File: config.mk
export PLATFORM = sky130hd
export DESIGN_NAME = axi4lite_master_bresp_rx_flat
export DESIGN_NICKNAME = d
export VERILOG_FILES = /design/src/rtl/axi4lite_master_bresp_rx_if.sv /design/src/rtl/axi4lite_master_bresp_rx.sv /design/src/flat_wrapper.sv
export SDC_FILE = /design/constraint.sdc
export NUM_CORES = 1
export LEC_CHECK = 0
export ABC_AREA = 1
export BUFFER_PORTS_ARGS = -buffer_cell sky130_fd_sc_hd__buf_2
export CAP_MARGIN = 20
export CORE_ASPECT_RATIO = 1.5
export CORE_MARGIN = 2
export CORE_UTILIZATION = 57
export DETAILED_ROUTE_END_ITERATION = 7
export GPL_TIMING_DRIVEN = 0
export HOLD_SLACK_MARGIN = 0.02
export PLACE_DENSITY = 0.79
export SETUP_SLACK_MARGIN = 0.4
export SYNTH_ARGS = -nofsm -noshare
export SYNTH_HDL_FRONTEND = slang
export SYNTH_SLANG_ARGS = --single-unit
File: constraint.sdc
create_clock -name clk -period 3.2 [get_ports clk]
set_input_delay 0.16 -clock clk [delete_from_list [all_inputs] [get_ports clk]]
set_output_delay 0.16 -clock clk [all_outputs]
set_load 0.01 [all_outputs]
File: src/rtl/axi4lite_master_bresp_rx_if.sv
// rtl/axi4lite_master_bresp_rx_if.sv - AXI4-Lite write-response (B) channel signal bundle
interface axi4lite_master_bresp_rx_if;
    logic       BVALID;
    logic [1:0] BRESP;
    logic       BREADY;

    // Master receives the response and drives the ready
    modport master (
        input  BVALID,
        input  BRESP,
        output BREADY
    );

    // Slave drives the response and observes the ready
    modport slave (
        output BVALID,
        output BRESP,
        input  BREADY
    );
endinterface

File: src/rtl/axi4lite_master_bresp_rx.sv
// rtl/axi4lite_master_bresp_rx.sv - master-side AXI4-Lite B-channel receiver with response FIFO and watchdog
module axi4lite_master_bresp_rx #(
    parameter int MAX_OUTSTANDING = 4,
    parameter int FIFO_DEPTH      = 4,
    parameter int TIMEOUT_CYCLES  = 256,
    parameter int CNT_W           = 8,
    localparam int OUT_W          = $clog2(MAX_OUTSTANDING + 1)
) (
    input  logic                     clk,
    input  logic                     resetn,
    input  logic                     wr_issued,
    output logic                     issue_ready,
    axi4lite_master_bresp_rx_if.master b_if,
    output logic                     rsp_valid,
    output logic [1:0]               rsp_resp,
    input  logic                     rsp_ready,
    output logic [OUT_W-1:0]         outstanding,
    output logic                     timeout,
    output logic                     unexpected,
    output logic                     proto_err,
    output logic [CNT_W-1:0]         slverr_cnt,
    output logic [CNT_W-1:0]         decerr_cnt,
    input  logic                     err_clr
);

    localparam int PTR_W  = (FIFO_DEPTH > 1) ? $clog2(FIFO_DEPTH) : 1;
    localparam int FCNT_W = $clog2(FIFO_DEPTH + 1);
    localparam int TCNT_W = (TIMEOUT_CYCLES > 1) ? $clog2(TIMEOUT_CYCLES) : 1;
    localparam logic [TCNT_W-1:0] TCNT_LAST = TCNT_W'(TIMEOUT_CYCLES - 1);

    typedef enum logic [1:0] {
        ST_IDLE = 2'd0,
        ST_WAIT = 2'd1,
        ST_TOUT = 2'd2
    } state_t;

    state_t              state_q, state_d;
    logic [TCNT_W-1:0]   tcnt_q, tcnt_d;

    logic                rdy_q, rdy_d;
    logic [1:0]          mem_q [FIFO_DEPTH];
    logic [1:0]          mem_d [FIFO_DEPTH];
    logic [PTR_W-1:0]    wr_ptr_q, wr_ptr_d;
    logic [PTR_W-1:0]    rd_ptr_q, rd_ptr_d;
    logic [FCNT_W-1:0]   fcnt_q, fcnt_d;
    logic [OUT_W-1:0]    out_q, out_d;
    logic                timeout_q, timeout_d;
    logic                unexpected_q, unexpected_d;
    logic                proto_err_q, proto_err_d;
    logic [CNT_W-1:0]    slverr_q, slverr_d;
    logic [CNT_W-1:0]    decerr_q, decerr_d;

    logic fifo_full;
    logic fifo_empty;
    logic bready;
    logic hs;
    logic have_out;
    logic push;
    logic stray;
    logic issue_ok;
    logic issue_bad;
    logic pop;
    logic slv_ev;
    logic dec_ev;
    logic fire;

    // Handshake qualification; BREADY depends only on registered state, never on BVALID
    always_comb begin
        fifo_full   = (fcnt_q == FCNT_W'(FIFO_DEPTH));
        fifo_empty  = (fcnt_q == '0);
        bready      = rdy_q & ~fifo_full;
        hs          = b_if.BVALID & bready;
        have_out    = (out_q != '0);
        push        = hs & have_out;
        stray       = hs & ~have_out;
        issue_ready = (out_q < OUT_W'(MAX_OUTSTANDING));
        issue_ok    = wr_issued & issue_ready;
        issue_bad   = wr_issued & ~issue_ready;
        pop         = ~fifo_empty & rsp_ready;
        slv_ev      = push & (b_if.BRESP == 2'b10);
        dec_ev      = push & (b_if.BRESP == 2'b11);
    end

    assign b_if.BREADY = bready;
    assign rsp_valid   = ~fifo_empty;
    assign rsp_resp    = fifo_empty ? 2'b00 : mem_q[rd_ptr_q];
    assign outstanding = out_q;
    assign timeout     = timeout_q;
    assign unexpected  = unexpected_q;
    assign proto_err   = proto_err_q;
    assign slverr_cnt  = slverr_q;
    assign decerr_cnt  = decerr_q;

    // Response FIFO next state: write at tail on push, advance head on pop, occupancy tracks both
    always_comb begin
        mem_d    = mem_q;
        wr_ptr_d = wr_ptr_q;
        rd_ptr_d = rd_ptr_q;
        fcnt_d   = fcnt_q;
        if (push) begin
            mem_d[wr_ptr_q] = b_if.BRESP;
            wr_ptr_d        = wr_ptr_q + PTR_W'(1);
        end
        if (pop) begin
            rd_ptr_d = rd_ptr_q + PTR_W'(1);
        end
        case ({push, pop})
            2'b10:   fcnt_d = fcnt_q + FCNT_W'(1);
            2'b01:   fcnt_d = fcnt_q - FCNT_W'(1);
            default: fcnt_d = fcnt_q;
        endcase
    end

    // In-flight count: accepted issue adds one, counted response removes one
    always_comb begin
        out_d = out_q;
        case ({issue_ok, push})
            2'b10:   out_d = out_q + OUT_W'(1);
            2'b01:   out_d = out_q - OUT_W'(1);
            default: out_d = out_q;
        endcase
    end

    // Watchdog FSM next state: counts quiet cycles while writes are outstanding
    always_comb begin
        state_d = state_q;
        tcnt_d  = tcnt_q;
        fire    = 1'b0;
        case (state_q)
            ST_IDLE: begin
                tcnt_d = '0;
                if (out_d != '0) begin
                    state_d = ST_WAIT;
                end
            end
            ST_WAIT: begin
                if (out_d == '0) begin
                    state_d = ST_IDLE;
                    tcnt_d  = '0;
                end else if (!hs && (tcnt_q == TCNT_LAST)) begin
                    fire    = 1'b1;
                    state_d = ST_TOUT;
                end else if (hs || err_clr) begin
                    tcnt_d = '0;
                end else begin
                    tcnt_d = tcnt_q + TCNT_W'(1);
                end
            end
            ST_TOUT: begin
                if (err_clr) begin
                    tcnt_d  = '0;
                    state_d = (out_d == '0) ? ST_IDLE : ST_WAIT;
                end
            end
            default: begin
                state_d = ST_IDLE;
                tcnt_d  = '0;
            end
        endcase
    end

    // Sticky flags and saturating counters; a new event beats a coincident clear
    always_comb begin
        rdy_d        = 1'b1;
        timeout_d    = fire   | (timeout_q    & ~err_clr);
        unexpected_d = stray  | (unexpected_q & ~err_clr);
        proto_err_d  = issue_bad | (proto_err_q & ~err_clr);
        slverr_d     = slverr_q;
        decerr_d     = decerr_q;
        if (slv_ev) begin
            if (slverr_q != {CNT_W{1'b1}}) begin
                slverr_d = slverr_q + CNT_W'(1);
            end
        end else if (err_clr) begin
            slverr_d = '0;
        end
        if (dec_ev) begin
            if (decerr_q != {CNT_W{1'b1}}) begin
                decerr_d = decerr_q + CNT_W'(1);
            end
        end else if (err_clr) begin
            decerr_d = '0;
        end
    end

    // Watchdog FSM state register
    always_ff @(posedge clk or negedge resetn) begin
        if (!resetn) begin
            state_q <= ST_IDLE;
            tcnt_q  <= '0;
        end else begin
            state_q <= state_d;
            tcnt_q  <= tcnt_d;
        end
    end

    // Datapath registers: FIFO, in-flight count, flags and counters
    always_ff @(posedge clk or negedge resetn) begin
        if (!resetn) begin
            rdy_q        <= 1'b0;
            for (int i = 0; i < FIFO_DEPTH; i++) begin
                mem_q[i] <= 2'b00;
            end
            wr_ptr_q     <= '0;
            rd_ptr_q     <= '0;
            fcnt_q       <= '0;
            out_q        <= '0;
            timeout_q    <= 1'b0;
            unexpected_q <= 1'b0;
            proto_err_q  <= 1'b0;
            slverr_q     <= '0;
            decerr_q     <= '0;
        end else begin
            rdy_q        <= rdy_d;
            mem_q        <= mem_d;
            wr_ptr_q     <= wr_ptr_d;
            rd_ptr_q     <= rd_ptr_d;
            fcnt_q       <= fcnt_d;
            out_q        <= out_d;
            timeout_q    <= timeout_d;
            unexpected_q <= unexpected_d;
            proto_err_q  <= proto_err_d;
            slverr_q     <= slverr_d;
            decerr_q     <= decerr_d;
        end
    end

endmodule

File: src/flat_wrapper.sv
// flat-port wrapper written by rule: the top's interface ports become plain ports
module axi4lite_master_bresp_rx_flat 
#(
    parameter int MAX_OUTSTANDING = 4,
    parameter int FIFO_DEPTH      = 4,
    parameter int TIMEOUT_CYCLES  = 256,
    parameter int CNT_W           = 8,
    localparam int OUT_W          = $clog2(MAX_OUTSTANDING + 1)
)
  (clk, resetn, wr_issued, issue_ready, rsp_valid, rsp_resp, rsp_ready, outstanding, timeout, unexpected, proto_err, slverr_cnt, decerr_cnt, err_clr, b_if_BVALID, b_if_BRESP, b_if_BREADY);
  axi4lite_master_bresp_rx_if b_if_i ();
  input  logic clk;
  input  logic resetn;
  input  logic wr_issued;
  output logic issue_ready;
  output logic rsp_valid;
  output logic [1:0] rsp_resp;
  input  logic rsp_ready;
  output logic [OUT_W-1:0] outstanding;
  output logic timeout;
  output logic unexpected;
  output logic proto_err;
  output logic [CNT_W-1:0] slverr_cnt;
  output logic [CNT_W-1:0] decerr_cnt;
  input  logic err_clr;
  input wire logic [$bits(b_if_i.BVALID)-1:0] b_if_BVALID;
  input wire logic [$bits(b_if_i.BRESP)-1:0] b_if_BRESP;
  output wire logic [$bits(b_if_i.BREADY)-1:0] b_if_BREADY;
  assign b_if_i.BVALID = b_if_BVALID;
  assign b_if_i.BRESP = b_if_BRESP;
  assign b_if_BREADY = b_if_i.BREADY;
  axi4lite_master_bresp_rx #(.MAX_OUTSTANDING(MAX_OUTSTANDING), .FIFO_DEPTH(FIFO_DEPTH), .TIMEOUT_CYCLES(TIMEOUT_CYCLES), .CNT_W(CNT_W)) u_core (.clk(clk), .resetn(resetn), .wr_issued(wr_issued), .issue_ready(issue_ready), .b_if(b_if_i), .rsp_valid(rsp_valid), .rsp_resp(rsp_resp), .rsp_ready(rsp_ready), .outstanding(outstanding), .timeout(timeout), .unexpected(unexpected), .proto_err(proto_err), .slverr_cnt(slverr_cnt), .decerr_cnt(decerr_cnt), .err_clr(err_clr));
endmodule
# Word level (Yosys, flattened, before mapping)
# Index checks and enable logic that the tools add are counted.
# totals
register_bits	48
out_inout_bits	27
wordCells	112
# classes
add_sub_neg	9
magnitude_cmp	4
n_eq_ne	18
mux	27
n_bitwise	22
n_reduce_logical	16
# ops
operator	count
two-way mux 8 bit	8
adder 8 x 1 -> 8 bit, second input constant	3
two-way mux 2 bit	8
!= test 8 bit, second input constant	2
one-hot mux 8 bit (2 select lines)	1
bitwise AND 1 bit	12
one-hot mux 3 bit (2 select lines)	2
equality test 2 bit, second input constant	5
bitwise mux 8 bit	1
equality test 8 bit, second input constant	1
adder 3 x 1 -> 3 bit, second input constant	2
equality test 2 x 1 -> 1 bit, second input constant	3
greater-or-equal comparator 3 bit, second input constant	2
zero test 3 bit	2
!= test 2 bit, second input constant	3
inverter 2 -> 3 bit	2
one-hot mux 2 bit (3 select lines)	1
AND reduction 2 bit	3
nonzero test 2 bit	3
nonzero test 3 bit	2
subtractor 3 x 1 -> 3 bit, second input constant	2
inverter 1 bit	5
adder 2 x 1 -> 2 bit, second input constant	2
binary-select mux 2 bit (select 2 bit)	1
other kinds (14)	20

# Longest topological paths before layout
# Gate-level depths: netlist of the first run.
# depth
depth_word	11
ltp_mapped	18
mapped_depth_nobuf	16

# Least setup slack after synthesis of the first run
# Ideal clock, no wire load.
# synth_path
kind	reg-to-reg
start	reg u_core.out_q[0], in the netlist u_core.outstanding[0]
end	reg u_core.state_q[0]
setup_ps	118
arrival_time_ps	2285
slack_ps	797
stages_incl_launch_ff	14
n_path_buf	2
synth_period_minus_slack_ps	2403
cell_sequence	dfrtp_1 nor3_1 nor2_2 buf_6 ha_1 inv_1 fa_1 o21ai_1 nor2_1 nand3_1 buf_2 nand3_1 nand4_1 nand2_1
# synth_via
elab_chain_cells	8
elab_cells_between_ends	18
# synth_rtl
element	line_no	source
start: declaration	axi4lite_master_bresp_rx.sv:46	logic [OUT_W-1:0] out_q, out_d;
start signal: assignment	axi4lite_master_bresp_rx.sv:219	out_q <= out_d;
nonzero test 3 bit (*)	axi4lite_master_bresp_rx.sv:73	have_out = (out_q != '0);
bitwise AND 1 bit (*)	axi4lite_master_bresp_rx.sv:74	push = hs & have_out;
net u_core.push	axi4lite_master_bresp_rx.sv:58	logic push;
equality test 2 x 1 -> 1 bit / equality test 2 bit (equally long branches)	axi4lite_master_bresp_rx.sv:117	case ({issue_ok, push})
one-hot mux 3 bit (2 select lines) (*)	axi4lite_master_bresp_rx.sv:117	
net u_core.out_d[1]	axi4lite_master_bresp_rx.sv:46	
zero test 3 bit	axi4lite_master_bresp_rx.sv:137, axi4lite_master_bresp_rx.sv:152	
two-way mux 1 bit	axi4lite_master_bresp_rx.sv:152	state_d = (out_d == '0) ? ST_IDLE : ST_WAIT;
two-way mux 2 bit	axi4lite_master_bresp_rx.sv:150	if (err_clr) begin
one-hot mux 2 bit (3 select lines)	axi4lite_master_bresp_rx.sv:129	case (state_q)
end signal: assignment	axi4lite_master_bresp_rx.sv:192	state_q <= state_d;
end: declaration	axi4lite_master_bresp_rx.sv:37	state_t state_q, state_d;
# Mark *: on every way through the listed nets, which the timed path passes. The rest lies on a longest branch. The select of a mux whose other input is x is not followed.
# A chain may end at the register's enable or synchronous reset.

# Worst setup path in the final report of the first run
# layout_path
start	reg u_core.fcnt_q[1]
end	reg u_core.tcnt_q[5]
# layout_via
elab_chain_cells	10
elab_cells_between_ends	18
# layout_rtl
element	line_no	source
start: declaration	axi4lite_master_bresp_rx.sv:45	logic [FCNT_W-1:0] fcnt_q, fcnt_d;
start signal: assignment	axi4lite_master_bresp_rx.sv:218	fcnt_q <= fcnt_d;
equality test 3 bit (*)	axi4lite_master_bresp_rx.sv:69	fifo_full = (fcnt_q == FCNT_W'(FIFO_DEPTH));
inverter 1 bit (*)	axi4lite_master_bresp_rx.sv:71	bready = rdy_q & ~fifo_full;
bitwise AND 1 bit (*)	axi4lite_master_bresp_rx.sv:71	
bitwise AND 1 bit (*)	axi4lite_master_bresp_rx.sv:72	hs = b_if.BVALID & bready;
bitwise AND 1 bit (*)	axi4lite_master_bresp_rx.sv:74	
net u_core.push	axi4lite_master_bresp_rx.sv:58	
equality test 2 x 1 -> 1 bit / equality test 2 bit (equally long branches)	axi4lite_master_bresp_rx.sv:117	
one-hot mux 3 bit (2 select lines) (*)	axi4lite_master_bresp_rx.sv:117	
net u_core.out_d[1]	axi4lite_master_bresp_rx.sv:46	
zero test 3 bit (*)	axi4lite_master_bresp_rx.sv:137	if (out_d == '0) begin
two-way mux 8 bit / != test 3 x 2 -> 1 bit (equally long branches)	-	
one-hot mux 8 bit (2 select lines) / AND reduction 2 bit (equally long branches)	-	
end signal: assignment	axi4lite_master_bresp_rx.sv:193	tcnt_q <= tcnt_d;
end: declaration	axi4lite_master_bresp_rx.sv:38	logic [TCNT_W-1:0] tcnt_q, tcnt_d;
# Marks and branches as above.

==> PnR_summary.wiki, run 1 <==
{| class="wikitable"
! Metric !! Value
|-
| Height of the die || just under 90 um
|-
| Count of cell types in the netlist || 31
|-
| Antenna violations before repair || 0
|-
| Leakage power of the design || about 1.6 nW
|-
| Via count of the first global-routing pass || between 2k and 2.5k
|-
| CTS H-Tree Depth || 2
|-
| PortBufs || 34
|-
| Top FF cell, synth || dfrtp_1
|-
| Internal Pwr Total || roughly 0.0012 W
|-
| Setup fix buffers added after clock tree synthesis || 0
|-
| Worst Path Class, Setup || reg2reg
|-
| Fmax achieved || around 390 MHz
|-
| Half-perimeter wire length after detailed placement || ~3.9 mm
|-
| Power share of the combinational group || 0.371
|-
| Mean Syn Cell Area || around 8.1 sq um
|-
| Fraction of the cycle the final worst path needs || 0.810
|-
| Power share of the clock group || 0.191
|-
| Library cell used as clock root buffer || clkbuf_8
|-
| Most numerous cell in the Yosys netlist || nand2_1
|-
| First-pass iteration count of the detailed router || 4
|-
| Starting DRT DRC Count || 117
|-
| Count of endpoints failing setup in the final report || 0
|-
| Crit-path max FO || 10
|-
| Reg2Reg Setup Slack || 610 ps
|-
| Proportion of netlist area held by the largest area contributor || 0.455
|-
| Routed wire per std cell || about 13 um
|-
| Cell count after synthesis || approximately 330
|-
| Synthesis warning total || 0
|-
| Number of buffers and inverters on the critical path || 3
|-
| Synthesized area || approximately 0.0026 sq mm
|-
| Die W || just under 60 um
|-
| EDFF count, synth || 0
|-
| Largest delay share family, worst path || simple AND/OR/NAND/NOR gates
|-
| Final critical delay including setup and external delays || roughly 2600 ps
|-
| Total grt overflow || 0
|-
| Area growth from synthesis to layout || 13.8%
|-
| Cells along the critical path || nor2_2, nand2_1, nand3_2, nor2_2, buf_6, ha_1, inv_1, fa_1, o21ai_2, nor2_1, nand3_1, nand3_2, nand2_2, buf_6, nand2_1, o21ai_1
|-
| Hold WC Path Type || in2reg
|-
| Average vias per placed instance || approximately 5.3
|-
| RSZ-0062 raised after global routing || no
|-
| Number of hold violations in the final report || 0
|-
| Cell types with the highest counts after synthesis || 90 x nand2_1, 48 x dfrtp_1, 37 x inv_1
|-
| Global-route usage over all layers || 0.227
|-
| Critical path's slowest cell || fa_1
|-
| Portion of total power attributed to sequential cells || 0.438
|-
| Fraction of layout instances using a drive strength above 1 || 0.168
|-
| Status || finished clean
|-
| Data required time of the worst path || 3400 ps
|-
| Standard cell area after detailed placement || between 0.002 and 0.003 sq mm
|-
| Number of antenna cells inserted || 0
|-
| Worst path max stage delay || about 490 ps
|-
| Count of unresolved DRC violations after routing || 0
|-
| Row count || 30
|-
| Number of top-level pins || 35
|-
| Number of buffers added by the clock tree synthesis step || 5
|-
| Worst supply voltage drop on vdd || roughly 0.7 mV
|-
| Data arrival time at the worst-slack endpoint || between 2000 and 3000 ps
|-
| Clock latency at the later pin of the worst-skew pair || roughly 300 ps
|-
| Crit path launch type || register
|-
| Sequential cell area fraction in the yosys report || 0.455
|-
| Psw || ~0.00078 W
|-
| Final Net Count || between 300 and 400
|-
| Wire length reported by the detailed router || between 5 and 6 mm
|-
| Maximum number of pins on one net before global-route repair || 49
|-
| Largest area contributor in the synthesized netlist || dfrtp_1
|-
| Wire length of the first global-routing pass || approximately 9.1 mm
|-
| Starting density of the core || 0.586
|-
| CORE AREA || ~0.0045 sq mm
|-
| Total Die Area || approximately 0.0052 sq mm
|-
| Net count after synthesis || approximately 350
|-
| Placer's final routability congestion estimate || slightly above 0.8
|-
| Clock-pin slew on the worst setup and hold paths || approximately 90 ps
|-
| Clock sink count || 48
|-
| CTS tree || done
|-
| Final-layout setup total negative slack || 0 ps
|-
| Layout Skew || around 8.1 ps
|-
| Sort of element at the end of the critical path || register
|-
| Fraction of registers with async set or reset after synthesis || 1.00
|-
| Via count || roughly 2.2k
|-
| Final instance area || 0.00301 sq mm
|-
| Largest cells by area after synthesis || dfrtp_1 45%, nand2_1 13%, nand3_1 6.4%, inv_1 5.3%, ha_1 4.3%
|-
| Power per standard cell area || approximately 660 mW/mm^2
|-
| Clock tree buffer depth || 2
|-
| Count of nets left with antenna violations after detail routing || 0
|-
| Yosys reg bits || 48
|-
| Max-cap violations || 0
|-
| Number of pins with negative max-slew slack in the final report || 0
|-
| Proportion of total power due to net switching || 0.391
|}
## power groups by stage
stage          clock (W)  sequential, W  combinational (W)
6_report        0.000380       0.000871           0.000739
5_1_grt         0.000409       0.000890           0.000862
2_1_floorplan          0       0.000863           0.000513
3_5_place_dp           0       0.000878           0.000724
3_3_place_gp           0       0.000872           0.000692
4_1_cts         0.000392       0.000866           0.000729
## per-stage QoR
stage	util	hold slack [ps]	std cells	total power (W)	setup slack, ps
floorplan	-	-136	326	0.00138	797
global placement	0.638	405	408	0.00156	539
detailed placement	0.638	413	408	0.00160	440
CTS	0.658	80.9	416	0.00199	420
global route	0.668	125	418	0.00216	409
finish	0.668	120	418	0.00199	610
## registers in the layout, indices dropped and copies added, names as in the netlist, 2 cells and up
signal	count
u_core.decerr_cnt	8
u_core.mem_q	8
u_core.slverr_cnt	8
u_core.tcnt_q	8
u_core.fcnt_q	3
u_core.outstanding	3
u_core.rd_ptr_q	2
u_core.state_q	2
u_core.wr_ptr_q	2
## per-layer routing
metal / share of wire / wire length (um) / vias up / global-route usage
met4: 0.022 / 116 / 0 / 0.0970
met1: 0.44 / 2370 / 1037 / 0.276
met5: 0 / 0 / - / 0
met3: 0.023 / 123 / 10 / 0.0371
li1: - / - / 1131 / -
met2: 0.51 / 2730 / 32 / 0.390
## cell type report
cell class,instances,area [sq um]
fill,405,1500
multi-input combinational,234,1260
sequential,48,1200
timing repair buffer,36,200
inverter,41,161
clock buffer,7,86.3
tap,48,60.1
buffer,3,30.0
clock inverter,1,7.51
## worst reg2reg max path, cell delays in order, from the launching register on
cell	delay, ps
dfrtp_1	400
nor2_2	70
nand2_1	70
nand3_2	100
nor2_2	140
buf_6	170
ha_1	180
inv_1	70
fa_1	490
o21ai_2	60
nor2_1	150
nand3_1	140
nand3_2	100
nand2_2	80
buf_6	160
nand2_1	60
o21ai_1	60
## what timing repair did
action / 4_1_cts / 5_1_grt
endpoints found under the hold margin: 0 / 16
hold buffers: 0 / 1
setup endpoints to repair: 0 / 9
resized for setup: 0 / 4
## path summary, 6_finish.rpt
kind	from	end	cells after the start
worst max-delay path	u_core.fcnt_q[1]	u_core.tcnt_q[5]	16
worst min-delay path	wr_issued	u_core.proto_err	2
worst max register to register	u_core.fcnt_q[1]	u_core.tcnt_q[5]	16
worst min register to register	u_core.mem_q[4]	u_core.mem_q[4]	2
max in group asynchronous	resetn	u_core.tcnt_q[2]	3
min in group asynchronous	resetn	u_core.rd_ptr_q[1]	2
## cells by family (layout without fill, tap and decap cells)
logic type                 count (synthesis)  after routing  synth area share
DFF                                       48             48             0.455
AOI/OAI and AO/OA                         28             28            0.0573
other                                      1              1           0.00142
buffers and inverters                     44             88            0.0715
adders and majority gates                 11             11            0.0578
xor gates and xnor gates                  16             16            0.0531
and+or+nand+nor                          178            178             0.304
## cell usage in the layout (no fill, tap or decap), types with 2 or more instances in the layout
| master | n |
|---|---|
| nand2_1 | 90 |
| dfrtp_1 | 48 |
| inv_1 | 37 |
| nand3_1 | 34 |
| buf_2 | 34 |
| nor2_1 | 27 |
| o21ai_0 | 17 |
| xor2_1 | 10 |
| nand4_1 | 9 |
| ha_1 | 9 |
| xnor2_1 | 6 |
| clkbuf_8 | 6 |
| o21ai_1 | 4 |
| nor2_2 | 3 |
| a21oi_1 | 3 |
| nand3b_1 | 3 |
| nand2_2 | 3 |
| nand3_2 | 2 |
| buf_6 | 2 |
| inv_2 | 2 |
| nor3_1 | 2 |
| fa_1 | 2 |
(Power assumes the default switching activity.)
==> run 2: changes to the inputs <==
==> constraint.sdc (replaced) <==
create_clock -name clk -period 2.58 [get_ports clk]
set_input_delay 0.129 -clock clk [delete_from_list [all_inputs] [get_ports clk]]
set_output_delay 0.129 -clock clk [all_outputs]
set_load 0.01 [all_outputs]
==> run 2 against run 1 <==
  * Sequential cell count stayed put
  * Power is 43% higher
  * Worst hold slack worse by 44 ps
  * Combinational power is 65% higher
  * Core utilization is 5.7 points higher
  * Cell count is 4.5% higher
  * Largest cell class unchanged
  * Register-to-register slack worse by 500 ps
  * Critical path type unchanged
  * Final area is 8.5% higher
  * Global-route usage is 0.12 points higher
  * Sequential share of layout area is 3.1 points lower
  * First-iteration DRC count is 13% higher
==> PnR_summary.wiki, run 2 (same netlist as run 1, synthesis figures left out) <==
{| class="wikitable"
! Metric !! Value
|-
| Count of nets left with antenna violations after detail routing || 0
|-
| Via count of the first global-routing pass || between 2k and 2.5k
|-
| Max-cap violations || 0
|-
| Final-layout setup total negative slack || 0 ps
|-
| Clock-pin slew on the worst setup and hold paths || approximately 90 ps
|-
| Count of endpoints failing setup in the final report || 0
|-
| Final Net Count || just over 400
|-
| Number of hold violations in the final report || 0
|-
| Power per standard cell area || approximately 870 mW/mm^2
|-
| CTS tree || done
|-
| Half-perimeter wire length after detailed placement || a little under 4 mm
|-
| Wire length reported by the detailed router || around 5.9 mm
|-
| Leakage power of the design || 1.75 nW
|-
| Number of pins with negative max-slew slack in the final report || 0
|-
| Total Die Area || ~0.0052 sq mm
|-
| Fraction of the cycle the final worst path needs || 0.956
|-
| Layer carrying the most global-route usage || met2
|-
| Layout Skew || 4.82 ps
|-
| Post-layout utilization of the core || 0.724
|-
| Status || finished clean
|-
| Most used cells in the layout excluding fill and tap cells || 87 x nand2_1, 48 x dfrtp_1, 35 x buf_2
|-
| Final critical delay including setup and external delays || around 2500 ps
|-
| Cells along the critical path || nor2_2, nand2_1, nand3_2, nor2_2, buf_6, ha_4, inv_2, fa_1, o21ai_2, nor2_2, nand3_2, buf_6, buf_6, nand2_1, nand4_1, nand2_1
|-
| Number of top-level pins || 35
|-
| Row count || 30
|-
| Number of buffers added by the clock tree synthesis step || 5
|-
| Hold Crit Endpoint || u_core.proto_err
|-
| Power share of the clock group || 0.189
|-
| Proportion of total power due to net switching || 0.384
|-
| Portion of total power attributed to sequential cells || 0.382
|-
| Fraction of layout instances using a drive strength above 1 || 0.244
|-
| Worst R2R End || u_core.tcnt_q[7]
|-
| Met3 capacity usage during global routing || 0.0431
|-
| Power share of the combinational group || 0.429
|-
| Crit-path max FO || 5
|-
| Crit path launch type || register
|-
| Clock tree buffer depth || 2
|-
| Placer's final routability congestion estimate || 0.799
|-
| Library cell used as clock root buffer || clkbuf_8
|-
| Worst path max stage delay || 480 ps
|-
| Data arrival time at the worst-slack endpoint || about 2700 ps
|-
| Reg2Reg Setup Slack || between 100 and 150 ps
|-
| CORE AREA || 0.00450 sq mm
|-
| PortBufs || 34
|-
| Worst Path Class, Setup || reg2reg
|-
| Met2 Resource Use GR || 0.400
|-
| CTS H-Tree Depth || 2
|-
| Largest delay share family, worst path || simple AND/OR/NAND/NOR gates
|-
| First-pass iteration count of the detailed router || 4
|-
| Hold WC Path Type || in2reg
|-
| Starting density of the core || 0.586
|-
| Worst supply voltage drop on vdd || roughly 0.55 mV
|-
| Starting DRT DRC Count || about 130
|-
| Worst R2R Start || u_core.fcnt_q[0]
|-
| Global-route met1 utilization || 0.269
|-
| Die W || 59.6 um
|-
| Routed wire per std cell || roughly 14 um
|-
| Height of the die || ~87 um
|-
| Psw || about 0.0011 W
|-
| Sort of element at the end of the critical path || register
|-
| Most common cell after layout, fill and taps aside || nand2_1
|-
| Fill cell total of the finished layout || about 350
|-
| Wire length of the first global-routing pass || just over 9 mm
|-
| Area growth from synthesis to layout || 23.5%
|-
| Fmax achieved || slightly above 400 MHz
|-
| Count of unresolved DRC violations after routing || 0
|-
| Beginning of the worst hold path || wr_issued
|-
| Total grt overflow || 0
|-
| Antenna violations before repair || 0
|-
| Number of antenna cells inserted || 0
|-
| Clock sink count || 48
|-
| Via count || between 2k and 2.5k
|-
| RSZ-0062 raised after global routing || yes
|-
| Internal Pwr Total || around 0.0018 W
|-
| Maximum number of pins on one net before global-route repair || just under 50
|-
| Global-route usage over all layers || 0.228
|-
| Data required time of the worst path || between 2000 and 3000 ps
|-
| Depth of the worst hold-timing path || 2
|-
| Average vias per placed instance || ~5.4
|-
| Clock latency at the later pin of the worst-skew pair || around 300 ps
|-
| Critical path's slowest cell || fa_1
|-
| Number of buffers and inverters on the critical path || 4
|-
| Length in cells of the worst reg-to-reg path || 16
|}
-- run 2: cell count changes in the layout (fill, tap and decap cells not counted), moves of 3 or more --
cell | previous run | this run
buf_4 | 1 | 14
inv_1 | 37 | 34
buf_6 | 2 | 6
nand2_1 | 90 | 87
-- run 2: metal layers --
metal  vias up  part of all wire
li1       1167                 -
met1      1136              0.40
met2        47              0.55
met3         8             0.032
met4         0             0.016
met5         -                 0
-- run 2: power by group through the flow --
| stage | Combinational (W) | Clock [W] | Sequential (W) |
|---|---|---|---|
| 6_report | 0.00122 | 0.000536 | 0.00109 |
| 5_1_grt | 0.00136 | 0.000576 | 0.00111 |
| 4_1_cts | 0.00105 | 0.000547 | 0.00107 |
| 3_5_place_dp | 0.000935 | 0 | 0.00109 |
| 3_3_place_gp | 0.000899 | 0 | 0.00108 |
| 2_1_floorplan | 0.000669 | 0 | 0.00107 |
-- run 2: how the worst max path moves through the flow --
| stage | from | to | cells past startpoint | slack (ps) |
|---|---|---|---|---|
| after floorplan | u_core.fcnt_q[0] | u_core.tcnt_q[3] | 16 | 280 |
| after global routing | u_core.fcnt_q[1] | u_core.tcnt_q[7] | 16 | 6 |
| after global placement | u_core.fcnt_q[0] | u_core.tcnt_q[5] | 16 | 70 |
| after detailed placement | u_core.fcnt_q[0] | u_core.tcnt_q[3] | 16 | 20 |
| final | u_core.fcnt_q[0] | u_core.tcnt_q[7] | 16 | 110 |
| after CTS | u_core.fcnt_q[0] | u_core.tcnt_q[3] | 16 | 230 |
-- run 2: final cells by class --
cell class	instances	area [sq um]	area share
inverters	41	166	0.0510
flip-flops and latches	48	1200	0.368
multi-input cells	234	1330	0.409
plain buffers	3	33.8	0.0104
well taps	48	60.1	0.0184
repair buffers	55	359	0.110
clock inverters	2	35.0	0.0107
clock buffers	6	72.6	0.0222
-- run 2: worst reg2reg max path, cell delays in order (launching register included) --
cell and delay [ps]:
dfrtp_1 380, nor2_2 70, nand2_1 70, nand3_2 80, nor2_2 140, buf_6 120
ha_4 120, inv_2 40, fa_1 480, o21ai_2 80, nor2_2 150, nand3_2 150
buf_6 150, buf_6 120, nand2_1 60, nand4_1 100, nand2_1 100
-- run 2: metrics by stage --
| step | cell area, sq um | hold slack, ps | setup slack (ps) | std cells | total power [W] |
|---|---|---|---|---|---|
| final | 3260 | 75.7 | 113 | 437 | 0.00284 |
| after floorplan | 2670 | -167 | 285 | 326 | 0.00174 |
| after CTS | 3080 | 52.1 | 228 | 424 | 0.00267 |
| after detailed placement | 2900 | 382 | 24.7 | 408 | 0.00203 |
| after global placement | 2900 | 378 | 74.6 | 408 | 0.00198 |
| after global routing | 3260 | 64.0 | 5.64 | 437 | 0.00304 |
-- run 2: timing repair --
| item | in CTS | in global routing |
|---|---|---|
| pin swaps | 8 | 4 |
| hold endpoints to repair | 0 | 11 |
| setup buffers | 7 | 10 |
| endpoints found under the setup margin | 12 | 12 |
| cloned | 1 | 1 |
| hold buffers | 0 | 1 |
| resized for setup | 7 | 19 |
==> run 3: changes to the inputs <==
--- a/config.mk
+++ b/config.mk
@@ -5,7 +5,7 @@
 export SDC_FILE = /design/constraint.sdc
 export NUM_CORES = 1
 export LEC_CHECK = 0
-export ABC_AREA = 1
+export ABC_AREA = 0
 export BUFFER_PORTS_ARGS = -buffer_cell sky130_fd_sc_hd__buf_2
 export CAP_MARGIN = 20
 export CORE_ASPECT_RATIO = 1.5
==> run 3 against run 2 <==
  * The run now ends with setup timing left
  * Register-to-register slack got worse by 380 ps
  * Fmax is 13% lower
  * Global-route usage up 2.0 points
  * Cell count fell by 18%
  * Core utilization grew 7.6 points
  * Final area increased by 4.2%
  * Worst setup slack got worse by 380 ps
  * Sequential power barely moved
  * Combinational power is 20% higher
==> PnR_summary.wiki, run 3 <==
{| class="wikitable"
! Metric !! Value
|-
| Violated checks || setup timing
|-
| Fill cell total of the finished layout || 250
|-
| Maximum number of pins on one net before global-route repair || between 40 and 50
|-
| Average vias per placed instance || a little under 6
|-
| Half-perimeter wire length after detailed placement || 3.46 mm
|-
| Fraction of the cycle the final worst path needs || 1.10
|-
| Library cell used as clock root buffer || clkbuf_8
|-
| Hold WC Path Type || in2reg
|-
| Sort of element at the end of the critical path || register
|-
| Reg2Reg Setup Slack || -260 ps
|-
| Headroom to the max-slew limit || 0.602
|-
| Fraction of layout instances using a drive strength above 1 || 0.392
|-
| Crit path launch type || register
|-
| Net count after synthesis || between 200 and 300
|-
| Fmax achieved || around 350 MHz
|-
| Number of hold violations in the final report || 0
|-
| Psw || between 0.001 and 0.0015 W
|-
| Final Net Count || 332
|-
| Sequential cell area fraction in the yosys report || 0.473
|-
| Count of unresolved DRC violations after routing || 0
|-
| Antenna violations before repair || 0
|-
| Number of antenna cells inserted || 0
|-
| Dpl ws || -750 ps
|-
| Worst-margin pin slew || between 500 and 600 ps
|-
| Most numerous cell in the Yosys netlist || dfrtp_1
|-
| Total Die Area || 0.00501 sq mm
|-
| Proportion of netlist area held by the largest area contributor || 0.473
|-
| Power share of the combinational group || 0.463
|-
| Total grt overflow || 0
|-
| Height of the die || roughly 86 um
|-
| Cells after DPL || 320
|-
| Top FF cell, synth || dfrtp_1
|-
| Largest area contributor in the synthesized netlist || dfrtp_1
|-
| Total power || between 0.003 and 0.004 W
|-
| PortBufs || 34
|-
| Internal Pwr Total || approximately 0.0021 W
|-
| Data required time of the worst path || 2760 ps
|-
| Wire length of the first global-routing pass || 9.49 mm
|-
| CTS tree || done
|-
| Wire length reported by the detailed router || 6.02 mm
|-
| Power per standard cell area || slightly above 900 mW/mm^2
|-
| Number of pins with negative max-slew slack in the final report || 0
|-
| CTS H-Tree Depth || 2
|-
| Number of top-level pins || 35
|-
| Clock tree buffer depth || 2
|-
| Count of nets left with antenna violations after detail routing || 0
|-
| Via count of the first global-routing pass || roughly 2.1k
|-
| Layout Skew || 12.2 ps
|-
| Worst hold margin || about 66 ps
|-
| Final instance count without filler cells || 360
|-
| Crit-path max FO || 7
|-
| Final critical delay including setup and external delays || ~2800 ps
|-
| Max-cap violations || 0
|-
| Mean Syn Cell Area || between 10 and 15 sq um
|-
| Proportion of total power due to net switching || 0.347
|-
| Row count || 29
|-
| Routed wire per std cell || between 15 and 20 um
|-
| Most used cells in the layout excluding fill and tap cells || 46 x dfrtp_1, 35 x buf_2, 25 x buf_4
|-
| Count of endpoints failing setup in the final report || 10
|-
| Leakage power of the design || roughly 1.7 nW
|-
| EDFF count, synth || 0
|-
| First-pass iteration count of the detailed router || 4
|-
| Worst supply voltage drop on vdd || ~0.96 mV
|-
| Most common cell after layout, fill and taps aside || dfrtp_1
|-
| Placer's final routability congestion estimate || between 0.8 and 0.9
|-
| Starting density of the core || 0.598
|-
| Portion of total power attributed to sequential cells || 0.348
|-
| Fraction of registers with async set or reset after synthesis || 1.00
|-
| Yosys reg bits || 48
|-
| Area growth from synthesis to layout || 33.9%
|-
| Clock-pin slew on the worst setup and hold paths || 90 ps
|-
| Worst Path Class, Setup || reg2reg
|-
| Worst path max stage delay || approximately 530 ps
|-
| Die W || 58.5 um
|-
| Data arrival time at the worst-slack endpoint || between 3000 and 4000 ps
|-
| Global-route usage over all layers || 0.248
|-
| Cells along the critical path || nor3b_4, nor3_4, ha_2, inv_2, fa_2, nor2b_4, a21o_4, buf_12, a211oi_4, or2_1, buf_6, a221o_1
|-
| CORE AREA || 0.00425 sq mm
|-
| Clock sink count || 48
|-
| Cell types with the highest counts after synthesis || 48 x dfrtp_1, 24 x nand2_1, 13 x inv_1
|-
| Synthesis warning total || 0
|-
| Power share of the clock group || 0.188
|-
| Number of buffers added by the clock tree synthesis step || 5
|-
| Cell count after synthesis || 240
|-
| Synthesized area || roughly 0.0025 sq mm
|-
| Count of cell types in the netlist || 45
|-
| Critical path's slowest cell || fa_2
|-
| Via count || 2114
|-
| Status || complete, but fails checks
|-
| Largest cells by area after synthesis || dfrtp_1 47%, ha_1 4.4%, mux2_2 3.6%, nand2_1 3.6%, mux2i_1 2.8%
|-
| Starting DRT DRC Count || 101
|-
| Clock latency at the later pin of the worst-skew pair || approximately 310 ps
|-
| Worst path setup slack after routing || -264 ps
|-
| RSZ-0062 raised after global routing || yes
|}
==> run 3: cell types whose count changed in the layout (fill, tap and decap cells not counted), sizes merged, moves of 6 or more <==
cell and change:
and3 +11, buf +11, inv -27, mux2 +8, mux2i +7, nand2 -70
nand3 -31, nand4 -6, nor2 -19, o21ai -7, xor2 -7
==> run 3: worst paths after layout <==
check                                             end  depth (start not counted)              from
max in group asynchronous       u_core.outstanding[2]                          3            resetn
worst max-delay path                 u_core.tcnt_q[5]                         12  u_core.fcnt_q[2]
min in group asynchronous        u_core.slverr_cnt[7]                          2            resetn
worst min register to register         u_core.timeout                          1    u_core.timeout
worst min-delay path                 u_core.proto_err                          2         wr_issued
worst max register to register       u_core.tcnt_q[5]                         12  u_core.fcnt_q[2]
==> run 3: critical path: cells and delay by family (launching register included) <==
kind | cells | cell delay [ps]
DFF | 1 | 400
buffers and inverters | 3 | 280
adders and majority gates | 2 | 760
AOI/OAI and AO/OA | 3 | 530
and+or+nand+nor | 4 | 740
==> run 3: what timing repair did <==
action | in CTS | in global routing
resized for setup | 16 | 28
hold endpoints to repair | 0 | 48
buffers inserted | 17 | 12
pin swaps | 11 | 20
hold buffers | 0 | 1
endpoints found under the setup margin | 14 | 26
gates cloned | 1 | 0
==> run 3: cell type report <==
type	count	area (sq um)	area share
multi-input combinational	176	1480	0.434
sequential	48	1200	0.354
timing repair buffer	66	450	0.133
clock buffer	7	96.3	0.0284
tap	46	57.6	0.0169
inverter	13	51.3	0.0151
buffer	3	33.8	0.00994
clock inverter	1	30.0	0.00884
==> run 3: per-layer routing <==
metal,GRT usage,vias to the layer above,part of all wire
met5,0,-,0
met4,0.125,0,0.024
met3,0.0483,13,0.030
met2,0.424,53,0.56
met1,0.290,1043,0.39
li1,-,1005,-
==> run 3: metrics by stage <==
step,cell area (sq um),utilization,TNS [ps]
global placement,2820,0.664,-5390
CTS,3150,0.742,-1090
finish,3400,0.800,-1780
global route,3400,0.800,-3030
floorplan,2590,-,-2570
detailed placement,2820,0.664,-5750
==> run 3: cell families after synthesis <==
group,share of synthesized area
other,0.00148
buffers and inverters,0.0251
xor gates and xnor gates,0.0380
DFF,0.473
and+or+nand+nor,0.194
muxes,0.0809
adders and majority gates,0.0602
AOI/OAI and AO/OA,0.127
==> run 3: power by group through the flow <==
| stage | logic (W) | registers (W) | clock network [W] |
|---|---|---|---|
| global placement | 0.000906 | 0.00113 | 0 |
| finish | 0.00147 | 0.00110 | 0.000596 |
| global route | 0.00159 | 0.00113 | 0.000632 |
| CTS | 0.00122 | 0.00109 | 0.000605 |
| detailed placement | 0.000933 | 0.00113 | 0 |
| floorplan | 0.000698 | 0.00111 | 0 |
